--- src/rtl/sysarr_pkg.sv ---
// Shared types and defaults for the systolic-array output drain controller.
package sysarr_pkg;

    typedef enum logic [1:0] {
        IDLE,
        FILL,
        DRAIN,
        DONE
    } drain_state_t;

    localparam int unsigned SYSARR_N           = 4;
    localparam int unsigned ROW_IDX_W          = $clog2(SYSARR_N);
    localparam int unsigned DEFAULT_ADDR_W     = 16;
    localparam int unsigned DEFAULT_ROW_STRIDE = 4;

endpackage

--- src/rtl/sysarr_row_addr_gen.sv ---
// Drain-phase row addressing: latches the tile base, counts rows and forms
// wr_addr = base + row * ROW_STRIDE (modulo 2^ADDR_W) plus the row-mux select.
module sysarr_row_addr_gen
    import sysarr_pkg::*;
#(
    parameter int unsigned N          = SYSARR_N,
    parameter int unsigned ADDR_W     = DEFAULT_ADDR_W,
    parameter int unsigned ROW_STRIDE = DEFAULT_ROW_STRIDE,
    parameter int unsigned SEL_W      = ROW_IDX_W
) (
    input  logic              clk,
    input  logic              RST,
    input  logic              load,
    input  logic [ADDR_W-1:0] load_base,
    input  logic              advance,
    output logic              last,
    output logic [ADDR_W-1:0] wr_addr,
    output logic [SEL_W-1:0]  wr_row_sel
);

    logic [ADDR_W-1:0] base_q;
    logic [SEL_W-1:0]  drain_cnt_q;

    assign last       = (drain_cnt_q == SEL_W'(N - 1));
    assign wr_row_sel = drain_cnt_q;
    assign wr_addr    = base_q + ADDR_W'(ROW_STRIDE) * ADDR_W'(drain_cnt_q);

    always_ff @(posedge clk or posedge RST) begin
        if (RST) begin
            base_q      <= '0;
            drain_cnt_q <= '0;
        end else if (load) begin
            base_q      <= load_base;
            drain_cnt_q <= '0;
        end else if (advance) begin
            // Explicit clear keeps the count correct for non-power-of-two N.
            drain_cnt_q <= last ? '0 : drain_cnt_q + 1'b1;
        end
    end

endmodule

--- src/rtl/sysarr_out_drain_ctrl.sv ---
// Fill/drain sequencer for one N x N result tile of the systolic array output FIFOs.
// Optional stall counter output enabled by defining SYSARR_DRAIN_PERF_EN.
module sysarr_out_drain_ctrl
    import sysarr_pkg::*;
#(
    parameter int unsigned N          = SYSARR_N,
    parameter int unsigned WIDTH      = 16,
    parameter int unsigned ADDR_W     = DEFAULT_ADDR_W,
    parameter int unsigned ROW_STRIDE = DEFAULT_ROW_STRIDE,
    localparam int unsigned SEL_W     = (N > 1) ? $clog2(N) : 1
) (
    input  logic              clk,
    input  logic              RST,
    input  logic              start,
    input  logic [ADDR_W-1:0] base_addr,
    input  logic              res_valid,
    output logic              res_ready,
    output logic              fifo_shift,
    output logic              wr_valid,
    input  logic              wr_ready,
    output logic [ADDR_W-1:0] wr_addr,
    output logic [SEL_W-1:0]  wr_row_sel,
    output logic              busy,
    output logic              done
`ifdef SYSARR_DRAIN_PERF_EN
    ,
    output logic [15:0]       stall_cnt
`endif
);

    drain_state_t     state_q, state_d;
    logic [SEL_W-1:0] fill_cnt_q;
    logic             accept_start;
    logic             fill_last;
    logic             drain_last;
    logic             wr_hs;

    assign accept_start = (state_q == IDLE) && start;
    assign fifo_shift   = res_valid && res_ready;
    assign wr_hs        = wr_valid && wr_ready;
    assign fill_last    = (fill_cnt_q == SEL_W'(N - 1));

    always_comb begin
        state_d = state_q;
        unique case (state_q)
            IDLE:    if (start) state_d = FILL;
            FILL:    if (fifo_shift && fill_last) state_d = DRAIN;
            DRAIN:   if (wr_hs && drain_last) state_d = DONE;
            DONE:    state_d = IDLE;
            default: state_d = IDLE;
        endcase
    end

    // Outputs are registered from the next state so they line up with state_q.
    always_ff @(posedge clk or posedge RST) begin
        if (RST) begin
            state_q    <= IDLE;
            fill_cnt_q <= '0;
            res_ready  <= 1'b0;
            wr_valid   <= 1'b0;
            busy       <= 1'b0;
            done       <= 1'b0;
        end else begin
            state_q <= state_d;
            if (fifo_shift) begin
                fill_cnt_q <= fill_last ? '0 : fill_cnt_q + 1'b1;
            end
            res_ready <= (state_d == FILL);
            wr_valid  <= (state_d == DRAIN);
            busy      <= (state_d != IDLE);
            done      <= (state_d == DONE);
        end
    end

    sysarr_row_addr_gen #(
        .N          (N),
        .ADDR_W     (ADDR_W),
        .ROW_STRIDE (ROW_STRIDE),
        .SEL_W      (SEL_W)
    ) u_row_addr_gen (
        .clk        (clk),
        .RST        (RST),
        .load       (accept_start),
        .load_base  (base_addr),
        .advance    (wr_hs),
        .last       (drain_last),
        .wr_addr    (wr_addr),
        .wr_row_sel (wr_row_sel)
    );

`ifdef SYSARR_DRAIN_PERF_EN
    always_ff @(posedge clk or posedge RST) begin
        if (RST) begin
            stall_cnt <= '0;
        end else if (accept_start) begin
            stall_cnt <= '0;
        end else if (wr_valid && !wr_ready && (stall_cnt != 16'hFFFF)) begin
            stall_cnt <= stall_cnt + 16'd1;
        end
    end
`endif

endmodule

--- config.mk ---
export PLATFORM = sky130hd
export DESIGN_NAME = sysarr_out_drain_ctrl
export DESIGN_NICKNAME = d
export VERILOG_FILES = /design/src/rtl/sysarr_pkg.sv /design/src/rtl/sysarr_row_addr_gen.sv /design/src/rtl/sysarr_out_drain_ctrl.sv
export SDC_FILE = /design/constraint.sdc
export NUM_CORES = 1
export LEC_CHECK = 0
export BUFFER_PORTS_ARGS = -buffer_cell sky130_fd_sc_hd__buf_2
export CAP_MARGIN = 15
export CORE_UTILIZATION = 40
export CTS_CLUSTER_DIAMETER = 200
export DETAILED_ROUTE_END_ITERATION = 16
export GPL_TIMING_DRIVEN = 0
export PLACE_DENSITY = 0.65
export SLEW_MARGIN = 20
export SYNTH_ARGS = -nofsm -noshare
export SYNTH_HDL_FRONTEND = slang
export SYNTH_SLANG_ARGS = --single-unit
--- constraint.sdc ---
create_clock -name clk -period 2.04 [get_ports clk]
set_clock_uncertainty 0.1 [all_clocks]
set_input_delay 0.204 -clock clk [delete_from_list [all_inputs] [get_ports clk]]
set_output_delay 0.204 -clock clk [all_outputs]
set_load 0.02 [all_outputs]
==> flow_summary.toml, run 1 <==
[route]
dr.pass1.iters = 4
routedWlPerCell_um = 12.5
via_per_inst = 4.91
drc_errors = 0
num_vias = 1081
antenna_left = 0
drt_iter0_drc = 17
wl_um = 2740

[placement]
dp_cells = 200
gp_congestion = 0.792
port_buffers = 43
hpwl_um = 1960

[sta]
relSlewSlack = 0.371
max_freq_ghz = 0.452
fin_crit_ns = 2.21
final_max_slew_viol_count = 0
tns_ns = -1.03
tightest_slew_ns = 0.937
fin_ws_ns = -0.174
hold_viol_final = 0
finalSetupViolations = 11
rsz0062_at_grt = "true"
period_share = 1.09

[floorplan]
core_um2 = 3150
io_pins = 44
die_area_um2 = 3650
die_w_um = 60.4
start_util = 0.433
placementRows = 20
die_height_um = 60.4

[pwr]
clockPowerShare = 0.092
p_int_mw = 1.65
switching_share = 0.417
p_leak_nw = 0.895
combPwrFrac = 0.543
p_seq_frac = 0.365
ir_worst_vdd_mv = 0.535
switchingPower_mw = 1.18
power_density_nw_per_um2 = 1460

[grt]
grt_pass1_vias = 1025
grt_use_total = 0.156
grt.overflow.total = 0
grt_pass1_wl_um = 4290
grt_max_degree = 27
antenna_found_initial = 0

[run_status]
failed_checks = "negative setup slack"
outcome = "complete, but fails checks"

[cts]
path_clk_slew_ns = 0.14
root_buffer = "clkbuf_4"
cts_made_buffers = 3
cts_max_level = 1
clockBufferDepth = 2
cts.sinks = 26
cts_tree = "done"
clk_latency_ns = 0.31

[synthesis]
ys_seq_elements = 26
synth.distinct_cells = 29
async_flop_share = 1.00
synth-main-ff-cell = "dfrtp_1"
synth_edf_count = 0
synth-warning-count = 0
synthCells = 113
syn_area_um2 = 1370
syn_avg_cell_area_um2 = 12.1
synth_nets = 139
ys_seq_area_frac = 0.477

[setup_path]
required_ns = 1.74
crit_path_end_kind = "output pin"
cp_max_fo = 4
critPathMaxStageDelay_ns = 0.44
cp.arrival_ns = 1.91
critical_path_class = "flop to output pin"
slowest_stage = "dfrtp_1"
reg2regPathDepth = 4
startpoint_type = "flop"
crit_chain = "ha_4, fa_2, nand4_1, nor2_1, xor2_1, buf_4"

[cells_and_area]
drive_above_1_share = 0.506
syn_to_final_growth_pct = 41.2
nets = 203
fin_cells = 220
diodes = 0
final_common_cell = "buf_2"
fill_cells = 271
layout_common_cells = "buf_2 (31), dfrtp_1 (23), buf_4 (19)"

[job]
cap_viol_max_count = 0

[min_path]
hold_class = "input port to flop"
hold_depth = 3
## cell type report
| cell class | instances | area, µm² | share of cell area |
|---|---|---|---|
| Tap cell | 44 | 55.1 | 0.0286 |
| Multi-Input combinational cell | 80 | 731 | 0.379 |
| Timing Repair Buffer | 59 | 394 | 0.204 |
| Sequential cell | 26 | 654 | 0.339 |
| Clock buffer | 4 | 36.3 | 0.0188 |
| Inverter | 3 | 11.3 | 0.00584 |
| Buffer | 4 | 46.3 | 0.0240 |
## per-layer routing
| layer | vias up | global-route usage | routed length (µm) |
|---|---|---|---|
| met5 | - | 0 | 0 |
| met4 | 0 | 0.0552 | 15 |
| met3 | 2 | 0.0213 | 122 |
| met2 | 31 | 0.272 | 1390 |
| met1 | 525 | 0.200 | 1220 |
| li1 | 523 | - | - |
## worst max-delay path: cells and delay by family (launching register included)
family,cells,cell delay [ns]
buffers and inverters,1,0.16
adders and majority gates,2,0.54
xor gates and xnor gates,1,0.15
DFF,1,0.44
and+or+nand+nor,2,0.30
## repair_timing
| item | in CTS | in global routing |
|---|---|---|
| hold buffers | 5 | 5 |
| pin swaps | 9 | 8 |
| gates resized for setup | 13 | 15 |
| endpoints found under the hold margin | 5 | 30 |
| buffers inserted | 6 | 2 |
| endpoints found under the setup margin | 12 | 12 |
## power groups by stage
stage | Combinational, mW | Sequential [mW] | Clock, mW
2_1_floorplan | 0.933 | 1.00 | 0
3_3_place_gp | 1.25 | 0.996 | 0
3_5_place_dp | 1.28 | 1.02 | 0
4_1_cts | 1.44 | 1.01 | 0.272
5_1_grt | 1.66 | 1.06 | 0.290
6_report | 1.53 | 1.03 | 0.259
## cells by family after synthesis
logic type	Yosys count	share of synthesized area
xor+xnor	12	0.0770
mux	17	0.156
flops	26	0.477
fa+ha+maj	5	0.0513
compound gates	8	0.0367
buf+inv	7	0.0422
simple gates	38	0.160
## metrics by stage
step | setup WS [ns] | power (mW) | util | cell area, µm² | hold WS [ns]
6_report | -0.174 | 2.82 | 0.612 | 1930 | 0.00651
5_1_grt | -0.301 | 3.02 | 0.612 | 1930 | 0.00112
4_1_cts | -0.200 | 2.72 | 0.577 | 1820 | 0.000719
3_5_place_dp | 0.0321 | 2.29 | 0.519 | 1640 | 0.341
3_3_place_gp | 0.0542 | 2.25 | 0.519 | 1640 | 0.337
2_1_floorplan | 0.00577 | 1.93 | - | 1370 | 0.144
## path summary, 6_finish.rpt
kind	slack [ns]	end	start
setup / recovery	-0.17	wr_addr[10]	u_row_addr_gen.wr_row_sel[0]$_DFFE_PP0P_
hold / removal	0.007	u_row_addr_gen.base_q[7]$_DFFE_PP0P_	base_addr[7]
setup reg to reg	0.49	u_row_addr_gen.base_q[15]$_DFFE_PP0P_	state_q[1]$_DFF_PP0_
hold reg to reg	0.42	u_row_addr_gen.base_q[0]$_DFFE_PP0P_	u_row_addr_gen.base_q[0]$_DFFE_PP0P_
max in group asynchronous	0.96	u_row_addr_gen.base_q[4]$_DFFE_PP0P_	RST
min in group asynchronous	0.41	fill_cnt_q[1]$_DFFE_PP0P_	RST
## synth_stat cells (2+ instances only)
library cell,number,share of area
dfrtp_1,26,0.48
mux2_2,10,0.082
xor2_1,9,0.058
nor2_1,8,0.022
nand2_1,7,0.019
mux2_4,6,0.066
nor3_1,6,0.022
nand3_1,5,0.018
ha_1,4,0.037
nand4_1,4,0.018
inv_1,3,0.0082
xnor2_1,3,0.019
a21oi_1,2,0.0073
buf_4,2,0.011
nand2b_1,2,0.0092
nor4_2,2,0.018
o21ai_0,2,0.0073
## registers in the layout (all words and copies together), names as in the netlist
register                   flops
busy                           1
done                           1
fill_cnt_q                     2
res_ready                      1
state_q                        2
u_row_addr_gen.base_q         16
u_row_addr_gen.wr_row_sel      2
wr_valid                       1
No activity file was read; power rests on OpenSTA's default activity.
==> run 2, diff against run 1 <==
--- a/config.mk
+++ b/config.mk
@@ -7,6 +7,7 @@
 export LEC_CHECK = 0
 export BUFFER_PORTS_ARGS = -buffer_cell sky130_fd_sc_hd__buf_2
 export CAP_MARGIN = 15
+export CORE_ASPECT_RATIO = 1.2
 export CORE_UTILIZATION = 40
 export CTS_CLUSTER_DIAMETER = 200
 export DETAILED_ROUTE_END_ITERATION = 16
==> run 2 against run 1 <==
The flow still finishes with violations (negative setup slack). Sequential share of layout area decreased by 0.96 points. Register-to-register slack about the same. Fmax about the same. Critical path depth unchanged. Count of clock-buffer cells in the layout decreased by 1.
==> flow_summary.toml, run 2 (synthesized netlist as in run 1, its figures left out) <==
[run_status]
outcome = "complete, but fails checks"
failed_checks = "negative setup slack"

[sta]
final_max_slew_viol_count = 0
whs_ns = 0.0366
max_freq_ghz = 0.451
period_share = 1.09
fin_ws_ns = -0.177
rsz0062_at_grt = "true"
hold_viol_final = 0
tightest_slew_ns = 0.958
relSlewSlack = 0.361
finalSetupViolations = 11
fin_crit_ns = 2.22

[cts]
cts_max_level = 1
clk_latency_ns = 0.32
path_clk_slew_ns = 0.14
cts_tree = "done"
cts.sinks = 26
clockBufferDepth = 2
root_buffer = "clkbuf_4"
cts_made_buffers = 3

[cells_and_area]
drive_above_1_share = 0.475
layout.area.seq_um2 = 653
regMostFlops = "u_row_addr_gen.base_q"
diodes = 0
largest_register_ffs = 16
nets = 208
multi_input_area_um2 = 727
layout_common_cells = "buf_2 (31), dfrtp_1 (24), buf_4 (18)"
syn_to_final_growth_pct = 45.1
fin_cells = 217
fill_cells = 253
final_common_cell = "buf_2"

[grt]
grt_use_total = 0.168
antenna_found_initial = 0
use_met3 = 0.0333
grt-busiest-layer = "met2"
grt_pass1_vias = 1037
grt_pass1_wl_um = 4750
grt_util_met1 = 0.197
grt_max_degree = 27
grt.overflow.total = 0
use_met2 = 0.298

[floorplan]
placementRows = 22
start_util = 0.431
core_um2 = 3170
die_area_um2 = 3650
die_w_um = 55.3
die_height_um = 66.0
io_pins = 44

[setup_path]
startpoint_type = "flop"
required_ns = 1.74
crit_path_end_kind = "output pin"
cp_max_fo = 4
cp.arrival_ns = 1.91
r2r_end = "u_row_addr_gen.base_q[9]$_DFFE_PP0P_"
critical_path_class = "flop to output pin"
rr_startpoint = "state_q[1]$_DFF_PP0_"
worst-r2r-setup-slack_ns = 0.48
reg2regPathDepth = 4

[route]
drt_iter0_drc = 21
num_vias = 1084
dr.pass1.iters = 4
routedWlPerCell_um = 13.5
via_per_inst = 5.00
drc_errors = 0
wl_um = 2940
antenna_left = 0

[min_path]
worst_hold_startpoint = "wr_ready"
hold_depth = 3
hold_class = "input port to flop"
holdPathEnd = "u_row_addr_gen.wr_row_sel[1]$_DFFE_PP0P_"

[job]
cap_viol_max_count = 0

[pwr]
p_leak_nw = 0.933
p_seq_frac = 0.351
p_int_mw = 1.71
clockPowerShare = 0.123
combPwrFrac = 0.526
ir_worst_vdd_mv = 0.954
power_mw = 2.91
switchingPower_mw = 1.19
power_density_nw_per_um2 = 1470
switching_share = 0.410

[placement]
place_ws_ns = 0.00241
port_buffers = 43
gp_congestion = 0.781
dp_cells = 192
hpwl_um = 1950
-- run 2: worst max path at each step --
stage / depth (start not counted) / to / startpoint
2_1_floorplan: 5 / wr_addr[12] / u_row_addr_gen.wr_row_sel[0]$_DFFE_PP0P_
3_3_place_gp: 6 / wr_addr[12] / u_row_addr_gen.wr_row_sel[0]$_DFFE_PP0P_
3_5_place_dp: 6 / wr_addr[12] / u_row_addr_gen.wr_row_sel[0]$_DFFE_PP0P_
4_1_cts: 6 / wr_addr[12] / u_row_addr_gen.base_q[2]$_DFFE_PP0P_
5_1_grt: 6 / wr_addr[14] / u_row_addr_gen.wr_row_sel[0]$_DFFE_PP0P_
6_report: 6 / wr_addr[12] / u_row_addr_gen.wr_row_sel[0]$_DFFE_PP0P_
-- run 2: what timing repair did --
action	in CTS	in global routing
resized for setup	13	12
pin swaps	6	12
endpoints found under the setup margin	12	12
hold endpoints to repair	30	1
setup buffers	4	0
hold buffers	16	1
-- run 2: cell type report --
| type | instances | area share |
|---|---|---|
| timing repair buffer | 64 | 0.225 |
| clock buffer | 3 | 0.0114 |
| clock inverter | 1 | 0.0152 |
| multi-input combinational | 80 | 0.367 |
| inverter | 3 | 0.00569 |
| tap | 36 | 0.0227 |
| buffer | 4 | 0.0234 |
| sequential | 26 | 0.330 |
-- run 2: power groups by stage --
stage / Sequential [mW] / Combinational (mW) / Clock, mW
after global routing: 1.05 / 1.64 / 0.389
after global placement: 0.998 / 1.27 / 0
final: 1.02 / 1.53 / 0.357
after CTS: 1.00 / 1.44 / 0.368
after detailed placement: 1.01 / 1.29 / 0
after floorplan: 1.00 / 0.933 / 0
-- run 2: routing by layer --
metal / part of all wire / vias to the layer above
met5: 0 / -
met4: 0.018 / 0
met3: 0.038 / 6
met2: 0.54 / 30
met1: 0.41 / 518
li1: - / 530
-- run 2: through the flow --
| stage | util | instance area (µm²) | TNS, ns |
|---|---|---|---|
| after detailed placement | 0.513 | 1630 | 0 |
| after global routing | 0.626 | 1980 | -2.19 |
| final | 0.626 | 1980 | -1.01 |
| after CTS | 0.608 | 1920 | -1.44 |
| after global placement | 0.513 | 1630 | 0 |
| after floorplan | - | 1370 | 0 |
-- run 2: critical path: stages, from the launching register on --
cell and delay [ns]:
dfrtp_1 0.44, ha_4 0.18, fa_2 0.36, nand4_1 0.22, nor3_2 0.07, xor2_1 0.17, buf_4 0.16
==> run 3, diff against run 2 <==
--- a/config.mk
+++ b/config.mk
@@ -12,8 +12,9 @@
 export CTS_CLUSTER_DIAMETER = 200
 export DETAILED_ROUTE_END_ITERATION = 16
 export GPL_TIMING_DRIVEN = 0
-export PLACE_DENSITY = 0.65
+export PLACE_DENSITY = 0.61
 export SLEW_MARGIN = 20
 export SYNTH_ARGS = -nofsm -noshare
 export SYNTH_HDL_FRONTEND = slang
+export SYNTH_HIERARCHICAL = 1
 export SYNTH_SLANG_ARGS = --single-unit
==> run 3 against run 2 <==
Flip-flop and latch count unchanged. Largest power group unchanged. Global-route usage up 0.70 points. Fmax up 4.3%. Combinational power about the same. Core utilization down 1.0 points. Total power down 0.56%. Non-clock buffer count down 2. The flow still finishes with violations (negative setup slack). Register-to-register slack worse by 0.29 ns.
==> flow_summary.toml, run 3 <==
[run_status]
outcome = "complete, but fails checks"
failed_checks = "negative setup slack"

[synthesis]
synth-main-ff-cell = "dfrtp_1"
syn_area_um2 = 1350
synth_area_leader_cell = "dfrtp_1"
ys_seq_area_frac = 0.483
synth_top_area_frac = 0.483
synth.distinct_cells = 30
async_flop_share = 1.00
synthCells = 113
yosysMostFrequentCell = "dfrtp_1"
synthTopCellsByCount = "dfrtp_1 (26), mux2_2 (17), xnor2_1 (8)"
synth_edf_count = 0
synthTopCellsByArea = "dfrtp_1 (48%), mux2_2 (14%), xnor2_1 (5.2%)"
ys_seq_elements = 26
synth-warning-count = 6
syn_avg_cell_area_um2 = 11.9
synth_nets = 139

[route]
num_vias = 1094
drt_iter0_drc = 13
routed-wl-met3_um = 121
drc_errors = 0
wl_um = 2920
dr.pass1.iters = 2
wl_met1_um = 1190
highest_layer = "met4"
met2_length_um = 1560
via_per_inst = 5.11
routedWlPerCell_um = 13.7
antenna_left = 0

[job]
cap_viol_max_count = 0

[min_path]
hold_depth = 2
worst_hold_startpoint = "base_addr[15]"
hold_class = "input port to flop"
holdPathEnd = "u_row_addr_gen/base_q[15]$_DFFE_PP0P_"

[cells_and_area]
final_common_cell = "buf_2"
nets = 205
regMostFlops = "u_row_addr_gen/base_q"
diodes = 0
fin_cells = 214
syn_to_final_growth_pct = 43.5
drive_above_1_share = 0.489
fin_area_um2 = 1930
layout_common_cells = "buf_2 (34), dfrtp_1 (24), mux2_2 (17)"
largest_register_ffs = 16

[placement]
dp_cells = 192
place_area_um2 = 1610
gp_congestion = 0.741
place_ws_ns = 0.0478
port_buffers = 43
hpwl_um = 2000

[pwr]
ir_worst_vdd_mv = 0.878
p_leak_nw = 0.897
power_density_nw_per_um2 = 1500

[grt]
grt_max_degree = 19
grt_pass1_vias = 1098
grt_pass1_wl_um = 4590
grt.overflow.total = 0
grt_use_total = 0.175
antenna_found_initial = 0

[setup_path]
required_ns = 1.74
crit_chain = "ha_4, fa_2, nand3_4, nor3_2, xor2_1, buf_4"
crit_path_end_kind = "output pin"
rr_startpoint = "state_q[1]$_DFF_PP0_"
reg2regPathDepth = 4
slowest_stage = "dfrtp_1"
r2r_end = "u_row_addr_gen/base_q[5]$_DFFE_PP0P_"
critPathMaxStageDelay_ns = 0.44
critical_path_class = "flop to output pin"
startpoint_type = "flop"
worst-r2r-setup-slack_ns = 0.19
cp.arrival_ns = 1.82
cp_max_fo = 4

[cts]
cts_max_level = 1
cts_tree = "done"
clockBufferDepth = 2
root_buffer = "clkbuf_4"
cts.sinks = 26
cts_made_buffers = 3
path_clk_slew_ns = 0.15
clk_latency_ns = 0.33

[floorplan]
die_area_um2 = 3600
io_pins = 44
die_height_um = 65.6
placementRows = 22
core_um2 = 3140
start_util = 0.429
die_w_um = 55.0

[sta]
period_share = 1.04
hold_viol_final = 0
final_max_slew_viol_count = 0
fin_ws_ns = -0.0844
finalSetupViolations = 6
rsz0062_at_grt = "true"
fin_crit_ns = 2.12
relSlewSlack = 0.537
tightest_slew_ns = 0.693
max_freq_ghz = 0.471
run 3: changes by cell type in the layout (fill, tap and decap cells not counted), sizes merged, moves of 2 or more:
cell         delta
and3            +2
a21oi           -2
xor2            -5
and4            +3
nand4           +2
nor3            -3
nand2           -2
xnor2           +5
dlygate4sd3     -3
run 3: final cells by class:
cell class                 instances  area, µm²
clock inverter                     1       30.0
multi-input combinational         78        713
clock buffer                       3       22.5
sequential                        26        653
buffer                             5       36.3
inverter                           4       15.0
timing repair buffer              61        417
fill                             264       1210
tap                               36       45.0
run 3: routing by layer:
metal | global-route usage | up-vias
li1 | - | 529
met1 | 0.209 | 529
met2 | 0.307 | 30
met3 | 0.0255 | 6
met4 | 0.0594 | 0
met5 | 0 | -
run 3: worst max path at each step:
stage / slack (ns) / endpoint / from
finish: -0.08 / wr_addr[12] / u_row_addr_gen/base_q[2]$_DFFE_PP0P_
global route: -0.16 / wr_addr[8] / u_row_addr_gen/base_q[2]$_DFFE_PP0P_
CTS: -0.08 / wr_addr[14] / u_row_addr_gen/wr_row_sel[0]$_DFFE_PP0P_
detailed placement: 0.05 / wr_addr[12] / u_row_addr_gen/wr_row_sel[0]$_DFFE_PP0P_
global placement: 0.03 / wr_addr[12] / u_row_addr_gen/wr_row_sel[0]$_DFFE_PP0P_
floorplan: 0.0006 / wr_addr[12] / u_row_addr_gen/wr_row_sel[0]$_DFFE_PP0P_
run 3: worst max-delay path, delay by kind of cell (launching register included):
kind | cells | cell delay (ns)
fa+ha+maj | 2 | 0.59
xor+xnor | 1 | 0.14
simple gates | 2 | 0.18
flops | 1 | 0.44
buf+inv | 1 | 0.16
run 3: logic make-up (layout without fill, tap and decap cells):
logic type               Yosys count  after routing  synth area share
AO/OA/AOI/OAI                      6              6            0.0335
XOR/XNOR                          12             12            0.0781
adder cells (fa/ha/maj)            5              5            0.0520
buffers and inverters              9             74            0.0381
flip-flops                        26             26             0.483
multiplexers                      19             19             0.157
AND/OR/NAND/NOR                   36             36             0.158
run 3: what timing repair did:
item                                   CTS  global route
gates resized for setup                 16             8
buffers inserted                         3             1
endpoints found under the hold margin   34             5
setup endpoints to repair               11            12
hold buffers                             9             5
pin swaps                                3             7
run 3: stage by stage:
step	TNS (ns)	utilization	power [mW]	hold slack (ns)
final	-0.348	0.616	2.89	0.00398
after global routing	-0.942	0.616	3.07	-0.00162
after CTS	-0.490	0.583	2.80	0.000237
after detailed placement	0	0.512	2.29	0.0821
after global placement	0	0.512	2.24	0.0708
after floorplan	0	-	1.91	-0.0803
run 3: report_power, final:
part / total (mW) / leakage, nW / internal (mW) / switching (mW)
registers: 1.02 / 0.309 / 0.749 / 0.275
clock network: 0.362 / 0.0279 / 0.199 / 0.163
logic: 1.50 / 0.560 / 0.751 / 0.753
total: 2.89 / 0.897 / 1.70 / 1.19
